===== config.mk =====
export PLATFORM = sky130hd
export DESIGN_NAME = pool2x2_stream
export DESIGN_NICKNAME = d
export VERILOG_FILES = /design/src/rtl/pool2x2_stream.sv
export SDC_FILE = /design/constraint.sdc
export NUM_CORES = 1
export LEC_CHECK = 0
export BUFFER_PORTS_ARGS = -buffer_cell sky130_fd_sc_hd__buf_4
export CAP_MARGIN = 5
export CORE_MARGIN = 5
export CORE_UTILIZATION = 30
export CTS_CLUSTER_DIAMETER = 40
export DETAILED_ROUTE_END_ITERATION = 16
export GPL_TIMING_DRIVEN = 0
export MAX_ROUTING_LAYER = met4
export PLACE_DENSITY = 0.43
export SLEW_MARGIN = 40
export SYNTH_ARGS = -nofsm -noshare
export SYNTH_HDL_FRONTEND = slang
export SYNTH_SLANG_ARGS = --single-unit

===== constraint.sdc =====
create_clock -name clk -period 14.2 [get_ports clk]
set_input_delay 0.71 -clock clk [delete_from_list [all_inputs] [get_ports clk]]
set_output_delay 0.71 -clock clk [all_outputs]
set_load 0.02 [all_outputs]

===== src/rtl/pool2x2_stream.sv =====
// pool2x2_stream: streaming 2x2/stride-2 max/average pooling over a raster-order multi-channel feature map
module pool2x2_stream #(
  parameter int DATA_W = 22,
  parameter int IMG_W  = 30,
  parameter int IMG_H  = 30,
  parameter int CH     = 1
) (
  input  logic                     clk,
  input  logic                     rst,
  input  logic                     start,
  input  logic                     mode,
  input  logic                     in_valid,
  input  logic signed [DATA_W-1:0] in_data,
  output logic                     out_valid,
  output logic signed [DATA_W-1:0] out_data,
  output logic                     out_last,
  output logic                     busy,
  output logic                     frame_done
);
  localparam int CW  = CH > 1 ? $clog2(CH) : 1;
  localparam int XW  = $clog2(IMG_W);
  localparam int YW  = $clog2(IMG_H);
  localparam int LBD = (IMG_W / 2) * CH;
  localparam int LW  = LBD > 1 ? $clog2(LBD) : 1;
  localparam int PW  = 2 * (IMG_W / 2);
  localparam int PH  = 2 * (IMG_H / 2);
  localparam logic [0:0] S_IDLE = 1'b0;
  localparam logic [0:0] S_RUN  = 1'b1;
  logic [0:0]              r_state;
  logic                    r_mode;
  logic [CW-1:0]           r_ch;
  logic [XW-1:0]           r_x;
  logic [YW-1:0]           r_y;
  logic signed [DATA_W:0]  r_h  [2**CW];
  logic signed [DATA_W:0]  r_lb [2**LW];
  logic                    w_acc, w_ch_end, w_x_end, w_y_end, w_in_pool, w_emit, w_unused;
  logic [LW-1:0]           w_lbi;
  logic signed [DATA_W:0]  w_in, w_hv, w_lv, w_pair;
  logic signed [DATA_W+1:0] w_sum;
  logic signed [DATA_W-1:0] w_res;
  assign w_acc     = r_state == S_RUN && in_valid && !start;
  assign w_ch_end  = r_ch == CW'(CH - 1);
  assign w_x_end   = r_x == XW'(IMG_W - 1);
  assign w_y_end   = r_y == YW'(IMG_H - 1);
  // trailing odd column/row is consumed but never pooled
  assign w_in_pool = 32'(r_x) < PW && 32'(r_y) < PH;
  assign w_emit    = w_acc && w_in_pool && r_x[0] && r_y[0];
  assign w_lbi     = LW'(32'(r_x >> 1) * CH + 32'(r_ch));
  assign w_in      = {in_data[DATA_W-1], in_data};
  assign w_hv      = r_h[r_ch];
  assign w_lv      = r_lb[w_lbi];
  // avg carries exact partial sums; max carries the sign-extended winner
  assign w_pair    = r_mode ? w_hv + w_in : (w_hv > w_in ? w_hv : w_in);
  assign w_sum     = {w_lv[DATA_W], w_lv} + {w_pair[DATA_W], w_pair};
  assign w_res     = r_mode ? w_sum[DATA_W+1:2] : (w_lv > w_pair ? w_lv[DATA_W-1:0] : w_pair[DATA_W-1:0]);
  assign w_unused  = ^w_sum[1:0];
  assign busy      = r_state == S_RUN;
  always_ff @(posedge clk) begin
    if (w_acc && w_in_pool) begin
      if (!r_x[0]) r_h[r_ch] <= w_in;
      else if (!r_y[0]) r_lb[w_lbi] <= w_pair;
    end
  end
  always_ff @(posedge clk) begin
    if (rst) begin
      r_state    <= S_IDLE;
      r_mode     <= 1'b0;
      r_ch       <= '0;
      r_x        <= '0;
      r_y        <= '0;
      out_valid  <= 1'b0;
      out_data   <= '0;
      out_last   <= 1'b0;
      frame_done <= 1'b0;
    end else begin
      out_valid  <= w_emit;
      out_last   <= w_acc && w_ch_end && 32'(r_x) == PW - 1 && 32'(r_y) == PH - 1;
      frame_done <= w_acc && w_ch_end && w_x_end && w_y_end;
      if (w_emit) out_data <= w_res;
      if (start) begin
        r_state <= S_RUN;
        r_mode  <= mode;
        r_ch    <= '0;
        r_x     <= '0;
        r_y     <= '0;
      end else if (w_acc) begin
        r_ch <= w_ch_end ? '0 : r_ch + 1'b1;
        if (w_ch_end) r_x <= w_x_end ? '0 : r_x + 1'b1;
        if (w_ch_end && w_x_end) r_y <= w_y_end ? '0 : r_y + 1'b1;
        if (w_ch_end && w_x_end && w_y_end) r_state <= S_IDLE;
      end
    end
  end
endmodule


=== After elaboration in Yosys (flattened, before gate mapping) ===
Memory sizes are Yosys's and may differ from the RTL's. A register that Yosys moved wholly into a read port is not among the register bits.
Cells that the tools add are included.

* Flip-flop bits (word level): 37
* Logic and storage cells: 60
* ROM bits: 0
* Memories: 2
* Output and inout bits: 26
* Latch bits: 0
* Input bits: 27
* RAM bits: 414

* Equality and inequality tests: 2
* Bitwise logic cells: 1
* Shift operators: 0
* Add/sub/neg operators: 6
* Order comparisons: 4
* Divide/modulo/power cells: 0
* Reductions and logical operators: 18
* Muxes and demuxes: 19
* Multiply operators: 0

{| class="wikitable"
|+ Memories
! memory !! depth !! width !! rd ports !! clocked after memory_dff !! wr ports !! line !! source
|-
| r_lb || 16 || 23 || 1 || 0 || 1 || 35 || <nowiki>logic signed [DATA_W:0] r_lb [2**LW];</nowiki>
|-
| r_h || 2 || 23 || 1 || 1 || 1 || 34 || <nowiki>logic signed [DATA_W:0] r_h [2**CW];</nowiki>
|}

{| class="wikitable"
|+ Operators with widths
! operator !! number
|-
| two-way mux 23 bit || 2
|-
| two-way mux 22 bit || 2
|-
| adder 23 x 23 -> 24 bit || 1
|-
| adder 23 x 22 -> 23 bit || 1
|-
| greater-than comparator 23 x 22 -> 1 bit || 1
|-
| greater-than comparator 23 bit || 1
|-
| two-way mux 1 bit || 13
|-
| logical AND 1 bit || 11
|-
| adder 5 x 1 -> 5 bit, second input constant || 2
|-
| == test 5 bit, second input constant || 2
|-
| < comparator 5 bit, second input constant || 2
|-
| two-way mux 5 bit || 2
|-
| AND reduction 2 bit || 3
|-
| adder 4 x 1 -> 4 bit || 1
|-
| nonzero test 2 bit || 2
|-
| OR reduction 2 bit || 1
|-
| adder 1 bit, second input constant || 1
|-
| logical NOT 1 bit || 1
|-
| inverter 1 bit || 1
|}

=== Depth between registers and ports, before layout ===
Gate-level depths: netlist of run 1.

* Word-level depth: 6
* Gate-level depth with buffers: 24
* Mapped depth without buffers: 20

=== Least setup slack after synthesis of run 1 ===
OpenSTA, ideal clock, no wires.

* Kind: in2reg
* Start: in in_data[14]
* End: reg out_data[20]
* Path slack: 8679 ps
* Required time: 14109 ps
* Stages: 21
* Arrival time: 5431 ps
* Path buffers: 3
* Setup time: 91 ps
* Path through: inv_1 ha_1 buf_2 nand4_1 or4_4 or2_0 mux2i_1 nor3_2 buf_6 buf_6 mux2i_1 mux2i_1 ha_1 nor2b_1 o311ai_1 a21oi_4 nand3_2 a2111oi_4 nor3_1 or3_1 a311oi_1

* Cells in the longest elaborated chain, start to end: 6
* Elaborated cells on any way between the ends: 8
* Classes of those cells: add/sub (2); order compare (2); mux (4)

{| class="wikitable"
|+ RTL lines
! what !! line !! source
|-
| start, declared || 13 || <nowiki>input logic signed [DATA_W-1:0] in_data,</nowiki>
|-
| greater-than comparator 23 x 22 -> 1 bit (*) || 53 || <nowiki>assign w_pair = r_mode ? w_hv + w_in : (w_hv > w_in ? w_hv : w_in);</nowiki>
|-
| two-way mux 23 bit (*) (2 in series) || 53 ||
|-
| via w_pair[0] || 38 || <nowiki>logic signed [DATA_W:0] w_in, w_hv, w_lv, w_pair;</nowiki>
|-
| greater-than comparator 23 bit || 55 || <nowiki>assign w_res = r_mode ? w_sum[DATA_W+1:2] : (w_lv > w_pair ? w_lv[DATA_W-1:0] : w_pair[DATA_W-1:0]);</nowiki>
|-
| two-way mux 22 bit || 55 ||
|-
| two-way mux 22 bit (*) || 55 ||
|-
| end signal, assigned || 79 || <nowiki>if (w_emit) out_data <= w_res;</nowiki>
|-
| end, declared || 15 || <nowiki>output logic signed [DATA_W-1:0] out_data,</nowiki>
|}

Mark *: on every way through the listed nets, which the timed path passes. The rest lies on a longest branch.
A chain may end at the register's enable or synchronous reset.

=== Final worst setup path of run 1 ===
* Start: reg r_x[2]
* End: reg out_data[19]

* Cells in the longest elaborated chain, start to end: 5
* Elaborated cells on any way between the ends: 11
* Classes of those cells: add/sub (2); order compare (2); mux (2); reduce/logical (4); memory (1)

{| class="wikitable"
|+ RTL lines
! what !! line !! source
|-
| start, declared || 32 || <nowiki>logic [XW-1:0] r_x;</nowiki>
|-
| start signal, assigned || 88 || <nowiki>if (w_ch_end) r_x <= w_x_end ? '0 : r_x + 1'b1;</nowiki>
|-
| adder 4 x 1 -> 4 bit / < comparator 5 bit (equally long branches) || 48, 46 ||
|-
| memory read (16 x 23 bit) / logical AND 1 bit (equally long branches) || -- ||
|-
| greater-than comparator 23 bit / logical AND 1 bit (equally long branches) || 55, 47 ||
|-
| two-way mux 22 bit / logical AND 1 bit (equally long branches) (2 in series) || 55, 47 ||
|}

Parallel ways exist; a longest one is shown, timed or not.

==> impl_metrics.json, run 1 <==
{
  "worst-endpoint-required_ns": 14.71,
  "core_um2": 67000,
  "yosysTopAreaCellShare_pct": 57.9,
  "setup.worst_path.start_class": "flop",
  "fin_crit_sh_pct": 45.2,
  "synth_top_cell_by_area": "edfxtp_1",
  "grt_max_degree": 19,
  "maxCapViolations": 0,
  "die_height_um": 270,
  "pwr-share-comb_pct": 7.9,
  "status": "finished clean",
  "clock-sinks": 426,
  "dp_hpwl_mm": 42.2,
  "syn_avg_cell_area_um2": 15.6,
  "synthFlopType": "edfxtp_1",
  "hold_path_class": "primary input to flop",
  "switching_share_pct": 23.9,
  "place_congestion": 0.851,
  "die-area_um2": 72800,
  "final_net_count": 1625,
  "period_minus_slack_ns": 6.41,
  "postCtsSetupBuffers": 0,
  "seqCellArea_um2": 12400,
  "power_density_nw_per_um2": 144,
  "ys_ff_latch": 426,
  "wl_per_cell_um": 23.7,
  "grt_pass1_wl_mm": 85.0,
  "fmax_ghz": 0.156,
  "cp.arrival_ns": 6.92,
  "pin_count": 53,
  "cp_max_fo": 10,
  "htree_levels": 3,
  "grt-ovfl-total": 0,
  "p_int_w": 0.00280,
  "slew_violations": 0,
  "start_util_pct": 30.2,
  "p_switching_w": 0.000878,
  "post_cts_resized": 0,
  "area_delta_synth_final_pct": 26.7,
  "synth.distinct_cells": 83,
  "total_power_w": 0.00368,
  "root_buffer": "clkbuf_16",
  "fill_cells": 6256,
  "async_reset_ff_share_pct": 0,
  "yosys_warnings": 0,
  "finalClockSkew_ns": 0.0381,
  "mappedNetlistArea_um2": 20200,
  "min_path_cells": 1,
  "multiInputGateArea_um2": 7520,
  "hold_viol": 0,
  "antenna_cells": 0,
  "dr.pass1.iters": 5,
  "std_cell_rows": 95,
  "vias": 12100,
  "remaining_drc_errors": 0,
  "leakage_nw": 8.97,
  "grt_pass1_vias": 12600,
  "drtAntennaViolNets": 0,
  "fin_setup_tns_ns": 0,
  "wl_mm": 57.9,
  "layout-drive-gt1-share_pct": 28.8,
  "antenna_found_initial": 0,
  "finalSetupViolCount": 0,
  "synth_area_leaders": "edfxtp_1 58%, mux4_2 13%, ha_1 5.8%, dfxtp_1 3.6%, inv_1 1.5%",
  "track_usage_pct": 16.2,
  "cts_buffer_depth": 3,
  "ff2ff_path_depth": 17,
  "rsz0062_at_grt": "false",
  "drt-initial-drc-count": 897,
  "hold_buffers": 0,
  "timing.hold.ws_ns": 0.310,
  "clockPowerShare_pct": 53.7,
  "slew_headroom_pct": 39.0,
  "worst_slew_pin_slew_ns": 0.892,
  "insertion_delay_ns": 0.63,
  "synth_edf_count": 390,
  "path_class": "flop to flop",
  "ys_seq_area_share_pct": 61.4,
  "io_buffers": 51,
  "p_seq_share_pct": 38.3,
  "cts-buffers-inserted": 78,
  "synth_cells": 1300,
  "cts_tree": "built",
  "fp.dieW_um": 270,
  "vias_per_cell": 4.96,
  "clkTransAtPathRegs_ns": 0.05,
  "irDropWorstVdd_mv": 0.0797,
  "end_kind": "flop"
}
routing by layer:
layer	up-vias	wire (um)	track usage (%)
li1	5556	-	-
met1	6161	25600	20.8
met2	291	27900	26.2
met3	103	2810	3.56
met4	0	1490	4.58
met5	-	0	-
worst max-delay path, cell delays in order (launching register included):
cell	delay, ns
dfxtp_1	0.32
clkbuf_2	0.37
clkbuf_1	0.59
buf_2	0.48
buf_1	0.45
mux4_2	0.39
mux4_2	0.54
ha_1	0.54
nand4_1	0.23
nor3_1	0.48
nand2_1	0.15
o41a_1	0.49
o31ai_2	0.14
and3_1	0.20
buf_2	0.27
buf_6	0.21
a22oi_1	0.10
a311oi_1	0.30
kinds of logic (layout without fill, tap and decap cells):
family                   after synthesis  in the layout  share of synthesized area [%]
AO/OA/AOI/OAI                        197            197                           7.14
XOR/XNOR                              31             31                           1.34
adder cells (fa/ha/maj)               95             95                           5.91
buffers and inverters                141            387                           2.84
flip-flops                           426            426                           61.4
multiplexers                         157            157                           15.0
other                                  1             23                         0.0185
AND/OR/NAND/NOR                      252            252                           6.34
cells in the mapped netlist, types with 7 or more instances:
| cell type | n |
|---|---|
| edfxtp_1 | 390 |
| mux4_2 | 115 |
| ha_1 | 94 |
| inv_1 | 83 |
| nor2_1 | 71 |
| a21oi_1 | 56 |
| nand2_1 | 44 |
| dfxtp_1 | 36 |
| clkbuf_1 | 27 |
| mux2i_1 | 26 |
| nor3_1 | 24 |
| xnor2_1 | 23 |
| nand2b_1 | 22 |
| nand3_1 | 16 |
| o21ai_0 | 16 |
| a211oi_1 | 15 |
| buf_2 | 15 |
| mux2_2 | 15 |
| nand4_1 | 15 |
| buf_1 | 11 |
| a21o_1 | 10 |
| a221oi_1 | 10 |
| and2_1 | 9 |
| nor2b_1 | 9 |
| o31ai_1 | 9 |
| or3_1 | 8 |
| xor2_1 | 8 |
| o211ai_1 | 7 |
flip-flops by register name, summed over array words and instances (netlist names):
signal	count
out_data	22
r_x	5
out_valid	1
r_y	5
r_lb	368
busy	1
frame_done	1
r_h	22
r_mode	1
stage by stage:
stage	utilization [%]	instance area, um2	instances	worst slack [ns]
final	38.2	25600	2441	7.79
after global routing	38.2	25600	2441	7.46
after CTS	38.2	25600	2441	7.72
after detailed placement	34.0	22800	2296	7.43
after global placement	32.5	21800	2246	6.32
after floorplan	-	20300	1322	8.68
area by class of cell:
type	instances	area share (%)
Buffer	58	1.09
Clock buffer	87	8.11
Clock inverter	58	3.03
Inverter	83	1.22
Multi-Input combinational cell	755	29.3
Sequential cell	426	48.5
Tap cell	873	4.26
Timing Repair Buffer	101	4.49
layout by cell type (no fill, tap or decap), drive strengths merged, types with 12 or more instances in the layout:
cell / synthesis / routed
conb: 1 / 23
dfxtp: 36 / 36
ha: 94 / 94
nand2b: 22 / 22
nand3: 17 / 17
clkbuf: 28 / 115
mux4: 115 / 115
inv: 83 / 89
nand2: 44 / 44
buf: 30 / 131
nand4: 15 / 15
nor2: 71 / 71
edfxtp: 390 / 390
a21oi: 59 / 59
a221oi: 12 / 12
o21ai: 21 / 21
nor3: 25 / 25
bufinv: 0 / 12
xnor2: 23 / 23
clkinv: 0 / 32
mux2: 16 / 16
a211oi: 18 / 18
mux2i: 26 / 26
final timing paths:
path | from | to | slack, ns
max reg2reg | r_x[2] | out_data[19] | 7.79
min reg2reg | out_data[1] | out_data[1] | 0.49
min | in_data[18] | r_h[0][18] | 0.31
max | r_x[2] | out_data[19] | 7.79
power groups by stage:
stage          combinational [W]  sequential (W)  clock, W
2_1_floorplan           0.000193         0.00143         0
5_1_grt                 0.000319         0.00141   0.00209
6_report                0.000291         0.00141   0.00198
3_5_place_dp            0.000292         0.00144         0
3_3_place_gp            0.000281         0.00144         0
4_1_cts                 0.000293         0.00141   0.00202
Power figures use the tool's default switching activity.
==> run 2: changes to the inputs <==
clock period = 6.15 ns   (was 14.2 ns; I/O delays follow)
==> impl_metrics.json, run 2 (synthesized netlist as in run 1, its figures left out) <==
{
  "status": "finished clean",
  "grt_pass1_vias": 12800,
  "dr.pass1.iters": 4,
  "finalSetupViolCount": 0,
  "fp.dieW_um": 270,
  "placed_area_um2": 22800,
  "clock-sinks": 426,
  "finalClockSkew_ns": 0.0379,
  "remaining_drc_errors": 0,
  "layout-drive-gt1-share_pct": 30.1,
  "wl_per_cell_um": 23.5,
  "core_um2": 67000,
  "die-area_um2": 72800,
  "mostFrequentLayoutCells": "390 x edfxtp_1, 115 x mux4_2, 92 x ha_1, 82 x clkbuf_16, 78 x inv_1",
  "track_usage_pct": 16.2,
  "antenna_found_initial": 0,
  "worst_slew_pin_slew_ns": 0.922,
  "largest_reg_flops": 368,
  "slew_violations": 0,
  "p_int_w": 0.00650,
  "start_util_pct": 30.2,
  "slew_headroom_pct": 36.9,
  "antenna_cells": 0,
  "hold_viol": 0,
  "largest-register": "r_lb",
  "pin_count": 53,
  "hold_path_class": "primary input to flop",
  "grt_pass1_wl_mm": 85.4,
  "insertion_delay_ns": 0.63,
  "area_delta_synth_final_pct": 28.7,
  "std_cell_rows": 95,
  "top_regs": "r_lb: 368 flops, out_data: 22 flops, r_h: 22 flops",
  "path_class": "flop to flop",
  "seqCellArea_um2": 12400,
  "worstPathCellList": "ha_1, buf_2, nand4_1, or4_4, or2_1, mux2i_1, nor3_2, mux2_2, nor2_1, a221o_1, ha_2, nand4_1, nor3_2, nand2_1, o41a_1, o31ai_2, and3_1, clkbuf_4, buf_6, a22oi_1, a32o_1",
  "cp.arrival_ns": 6.41,
  "drt-initial-drc-count": 932,
  "cp_max_fo": 10,
  "p_seq_share_pct": 38.2,
  "irDropWorstVdd_mv": 0.185,
  "wl_mm": 58.0,
  "fin_crit_sh_pct": 96.2,
  "clkTransAtPathRegs_ns": 0.05,
  "drtAntennaViolNets": 0,
  "worst-path-buf-inv": 3,
  "fin_area_um2": 26000,
  "grt_max_degree": 20,
  "fill_cells": 6230,
  "power_density_nw_per_um2": 328,
  "fin_setup_tns_ns": 0,
  "vias_per_cell": 4.97,
  "total_power_w": 0.00854,
  "final_net_count": 1655,
  "vias": 12300,
  "layout.cells.most_common": "edfxtp_1",
  "dp_hpwl_mm": 42.2,
  "place_inst": 2296,
  "p_switching_w": 0.00204,
  "switching_share_pct": 23.9,
  "slowest_delay_ns": 0.58,
  "leakage_nw": 9.09,
  "cts_tree": "built",
  "die_height_um": 270,
  "pwr-share-comb_pct": 8.4,
  "maxCapViolations": 0,
  "grt-ovfl-total": 0,
  "reg2reg_slack_ns": 0.23,
  "place_congestion": 0.851,
  "io_buffers": 51,
  "fmax_ghz": 0.169,
  "rsz0062_at_grt": "false",
  "worst-endpoint-required_ns": 6.65,
  "setup.worst_path.start_class": "flop",
  "cts-buffers-inserted": 78,
  "cts_buffer_depth": 3,
  "critical_path.top_delay_family": "simple AND/OR/NAND/NOR gates",
  "multiInputGateArea_um2": 7610,
  "end_kind": "flop",
  "root_buffer": "clkbuf_16",
  "htree_levels": 3,
  "period_minus_slack_ns": 5.92,
  "stdcell_count": 2471,
  "clockPowerShare_pct": 53.5,
  "slowest_stage": "or4_4"
}
-- run 2: tightest hold or removal path, stage by stage --
cell and delay, ns:
buf_4 0.09, a21oi_1 0.06, a211oi_1 0.14
-- run 2: layout make-up --
| cell class | count | share of cell area [%] |
|---|---|---|
| sequential | 426 | 47.7 |
| multi-input combinational | 755 | 29.2 |
| clock buffer | 87 | 7.99 |
| timing repair buffer | 133 | 5.56 |
| tap | 873 | 4.19 |
| clock inverter | 58 | 2.98 |
| inverter | 83 | 1.27 |
| buffer | 56 | 1.07 |
-- run 2: per-stage QoR --
step	hold WS (ns)	util [%]	setup slack [ns]
floorplan	0.406	-	0.949
global placement	0.477	32.5	-1.73
detailed placement	0.478	34.0	-0.321
CTS	0.00000949	38.7	0.00321
global route	0.0340	38.9	0.00826
finish	0.0388	38.9	0.235
-- run 2: path summary, 6_finish.rpt --
path / start / end / depth (start not counted)
max reg2reg: r_h[0][14] / out_data[17] / 21
max: r_h[0][14] / out_data[17] / 21
min: in_valid / r_x[1] / 3
min reg2reg: out_data[1] / out_data[1] / 1
-- run 2: per-layer routing --
layer | global-route usage, % | vias to the layer above | wire (um)
met5 | - | - | 0
li1 | - | 5616 | -
met1 | 20.9 | 6270 | 25900
met2 | 26.2 | 281 | 28100
met3 | 3.53 | 106 | 2530
met4 | 4.58 | 0 | 1510
-- run 2: timing repair --
action / CTS / global route
setup endpoints to repair: 20 / 18
cloned: 0 / 0
resized for setup: 10 / 20
hold buffers: 23 / 0
pin swaps: 2 / 3
buffers inserted: 1 / 8
endpoints found under the hold margin: 23 / 0
-- run 2: power groups by stage --
stage          Combinational (W)  Clock, W  Sequential, W
6_report                0.000714   0.00457        0.00326
3_5_place_dp            0.000675         0        0.00332
3_3_place_gp            0.000648         0        0.00332
5_1_grt                 0.000778   0.00482        0.00326
2_1_floorplan           0.000444         0        0.00331
4_1_cts                 0.000697   0.00467        0.00326
==> run 3: changes to the inputs <==
clock period = 7.5 ns   (was 6.15 ns; I/O delays follow)
==> impl_metrics.json, run 3 (synthesized netlist as in run 1, its figures left out) <==
{
  "status": "finished clean",
  "core_um2": 67000,
  "stdcell_count": 2464,
  "clock-sinks": 426,
  "drtAntennaViolNets": 0,
  "fp.dieW_um": 270,
  "leakage_nw": 9.06,
  "pwr-share-comb_pct": 8.1,
  "path_class": "primary input to flop",
  "cp_max_fo": 10,
  "fin_crit_sh_pct": 85.7,
  "pin_count": 53,
  "hold_path_class": "primary input to flop",
  "largest_reg_flops": 368,
  "wl_mm": 58.0,
  "rr_endpoint": "out_data[17]",
  "ff2ff_path_depth": 23,
  "std_cell_rows": 95,
  "cts-buffers-inserted": 78,
  "dp_hpwl_mm": 42.2,
  "layout.cells.most_common": "edfxtp_1",
  "switching_share_pct": 23.8,
  "finalSetupViolCount": 0,
  "p_seq_share_pct": 38.3,
  "rr_startpoint": "r_h[0][0]",
  "antenna_cells": 0,
  "hold_viol": 0,
  "finalClockSkew_ns": 0.0377,
  "root_buffer": "clkbuf_16",
  "clkTransAtPathRegs_ns": 0.05,
  "die-area_um2": 72800,
  "use_met1_pct": 20.9,
  "antenna_found_initial": 0,
  "met2_usage_pct": 26.2,
  "track_usage_pct": 16.3,
  "grt_max_degree": 19,
  "area_delta_synth_final_pct": 27.8,
  "vias_per_cell": 4.96,
  "htree_levels": 3,
  "setup.worst_path.end": "out_data[17]",
  "post_cts_resized": 0,
  "largest-register": "r_lb",
  "vias": 12200,
  "slew_violations": 0,
  "crit_start": "in_data[0]",
  "total_power_w": 0.00698,
  "drt-initial-drc-count": 966,
  "cts_tree": "built",
  "place_ws_ns": 1.03,
  "fill_cells": 6234,
  "cp.arrival_ns": 6.92,
  "cts_buffer_depth": 3,
  "layout-drive-gt1-share_pct": 28.3,
  "fmax_ghz": 0.156,
  "io_buffers": 51,
  "mostFrequentLayoutCells": "390 x edfxtp_1, 115 x mux4_2, 94 x ha_1, 83 x inv_1, 82 x clkbuf_16",
  "start_util_pct": 30.2,
  "busiest_layer": "met2",
  "grt_use_met3_pct": 3.57,
  "fin_setup_tns_ns": 0,
  "p_switching_w": 0.00166,
  "insertion_delay_ns": 0.62,
  "wl_per_cell_um": 23.5,
  "reg2reg_slack_ns": 1.11,
  "fin_ws_ns": 1.07,
  "worst_slew_pin_slew_ns": 0.895,
  "multiInputGateArea_um2": 7520,
  "setup.worst_path.start_class": "primary input",
  "seqCellArea_um2": 12400,
  "place_inst": 2296,
  "p_int_w": 0.00531,
  "grt-ovfl-total": 0,
  "final_net_count": 1648,
  "irDropWorstVdd_mv": 0.151,
  "worst-endpoint-required_ns": 8.00,
  "die_height_um": 270,
  "top_regs": "r_lb: 368 flops, out_data: 22 flops, r_h: 22 flops",
  "timing.hold.ws_ns": 0.106,
  "remaining_drc_errors": 0,
  "slew_headroom_pct": 38.8,
  "grt_pass1_vias": 12800,
  "rsz0062_at_grt": "false",
  "maxCapViolations": 0,
  "place_congestion": 0.851,
  "dr.pass1.iters": 6,
  "power_density_nw_per_um2": 270,
  "period_minus_slack_ns": 6.43,
  "end_kind": "flop",
  "clockPowerShare_pct": 53.6,
  "grt_pass1_wl_mm": 85.4
}
[run 3: cell types whose count changed in the layout (fill, tap and decap cells not counted), moves of 3 or more]
cell        previous run  this run
inv_1                 78        83
mux2i_1               17        21
clkbuf_1              22        25
clkinvlp_4            13         8
buf_4                 76        66
mux2i_2                3         0
[run 3: per-stage QoR]
stage          util [%]  instance area (um2)
2_1_floorplan         -                20300
3_3_place_gp       32.5                21800
3_5_place_dp       34.0                22800
4_1_cts            38.6                25900
5_1_grt            38.6                25900
6_report           38.6                25900
[run 3: final cells by class]
class	count	area share, %
multi-input cells	755	29.1
flip-flops and latches	426	48.1
plain buffers	58	1.08
clock inverters	58	3.00
repair buffers	124	5.34
inverters	83	1.20
well taps	873	4.22
clock buffers	87	8.04
[run 3: worst min-delay path by stage]
stage | start | endpoint | depth (start not counted) | slack [ns]
finish | in_valid | r_x[1] | 3 | 0.11
global route | in_valid | r_x[1] | 3 | 0.10
CTS | in_valid | r_x[1] | 3 | 0.07
detailed placement | out_data[1] | out_data[1] | 1 | 0.48
global placement | out_data[1] | out_data[1] | 1 | 0.48
floorplan | in_data[0] | r_h[0][0] | 0 | 0.47
[run 3: worst max-delay path: stages]
cell,delay [ns]
dlygate4sd3_1,0.54
buf_4,0.13
ha_1,0.17
inv_1,0.06
fa_1,0.36
or2_2,0.31
a221oi_1,0.46
o311ai_1,0.27
a211oi_1,0.45
o31ai_1,0.17
a41oi_1,0.30
mux2i_1,0.28
nand4_1,0.16
ha_1,0.30
buf_2,0.21
nand2_1,0.10
nor3_1,0.41
nand2_1,0.15
o41a_1,0.49
o31ai_2,0.14
and3_1,0.20
buf_2,0.27
buf_6,0.21
a22oi_1,0.10
a32o_1,0.29
[run 3: per-layer routing]
metal / share of wire [%] / wire (um) / vias to the layer above
li1: - / - / 5602
met1: 44 / 25800 / 6203
met2: 48 / 28000 / 314
met3: 4.7 / 2710 / 100
met4: 2.5 / 1460 / 0
met5: 0 / 0 / -
[run 3: timing repair]
action | 4_1_cts | 5_1_grt
buffers inserted | 0 | 0
endpoints found under the hold margin | 23 | 0
hold buffers | 23 | 0
[run 3: power groups by stage]
| stage | Clock (W) | Sequential, W | Combinational [W] |
|---|---|---|---|
| 6_report | 0.00374 | 0.00267 | 0.000562 |
| 5_1_grt | 0.00395 | 0.00267 | 0.000615 |
| 4_1_cts | 0.00383 | 0.00267 | 0.000565 |
| 3_5_place_dp | 0 | 0.00272 | 0.000553 |
| 3_3_place_gp | 0 | 0.00272 | 0.000531 |
| 2_1_floorplan | 0 | 0.00272 | 0.000364 |
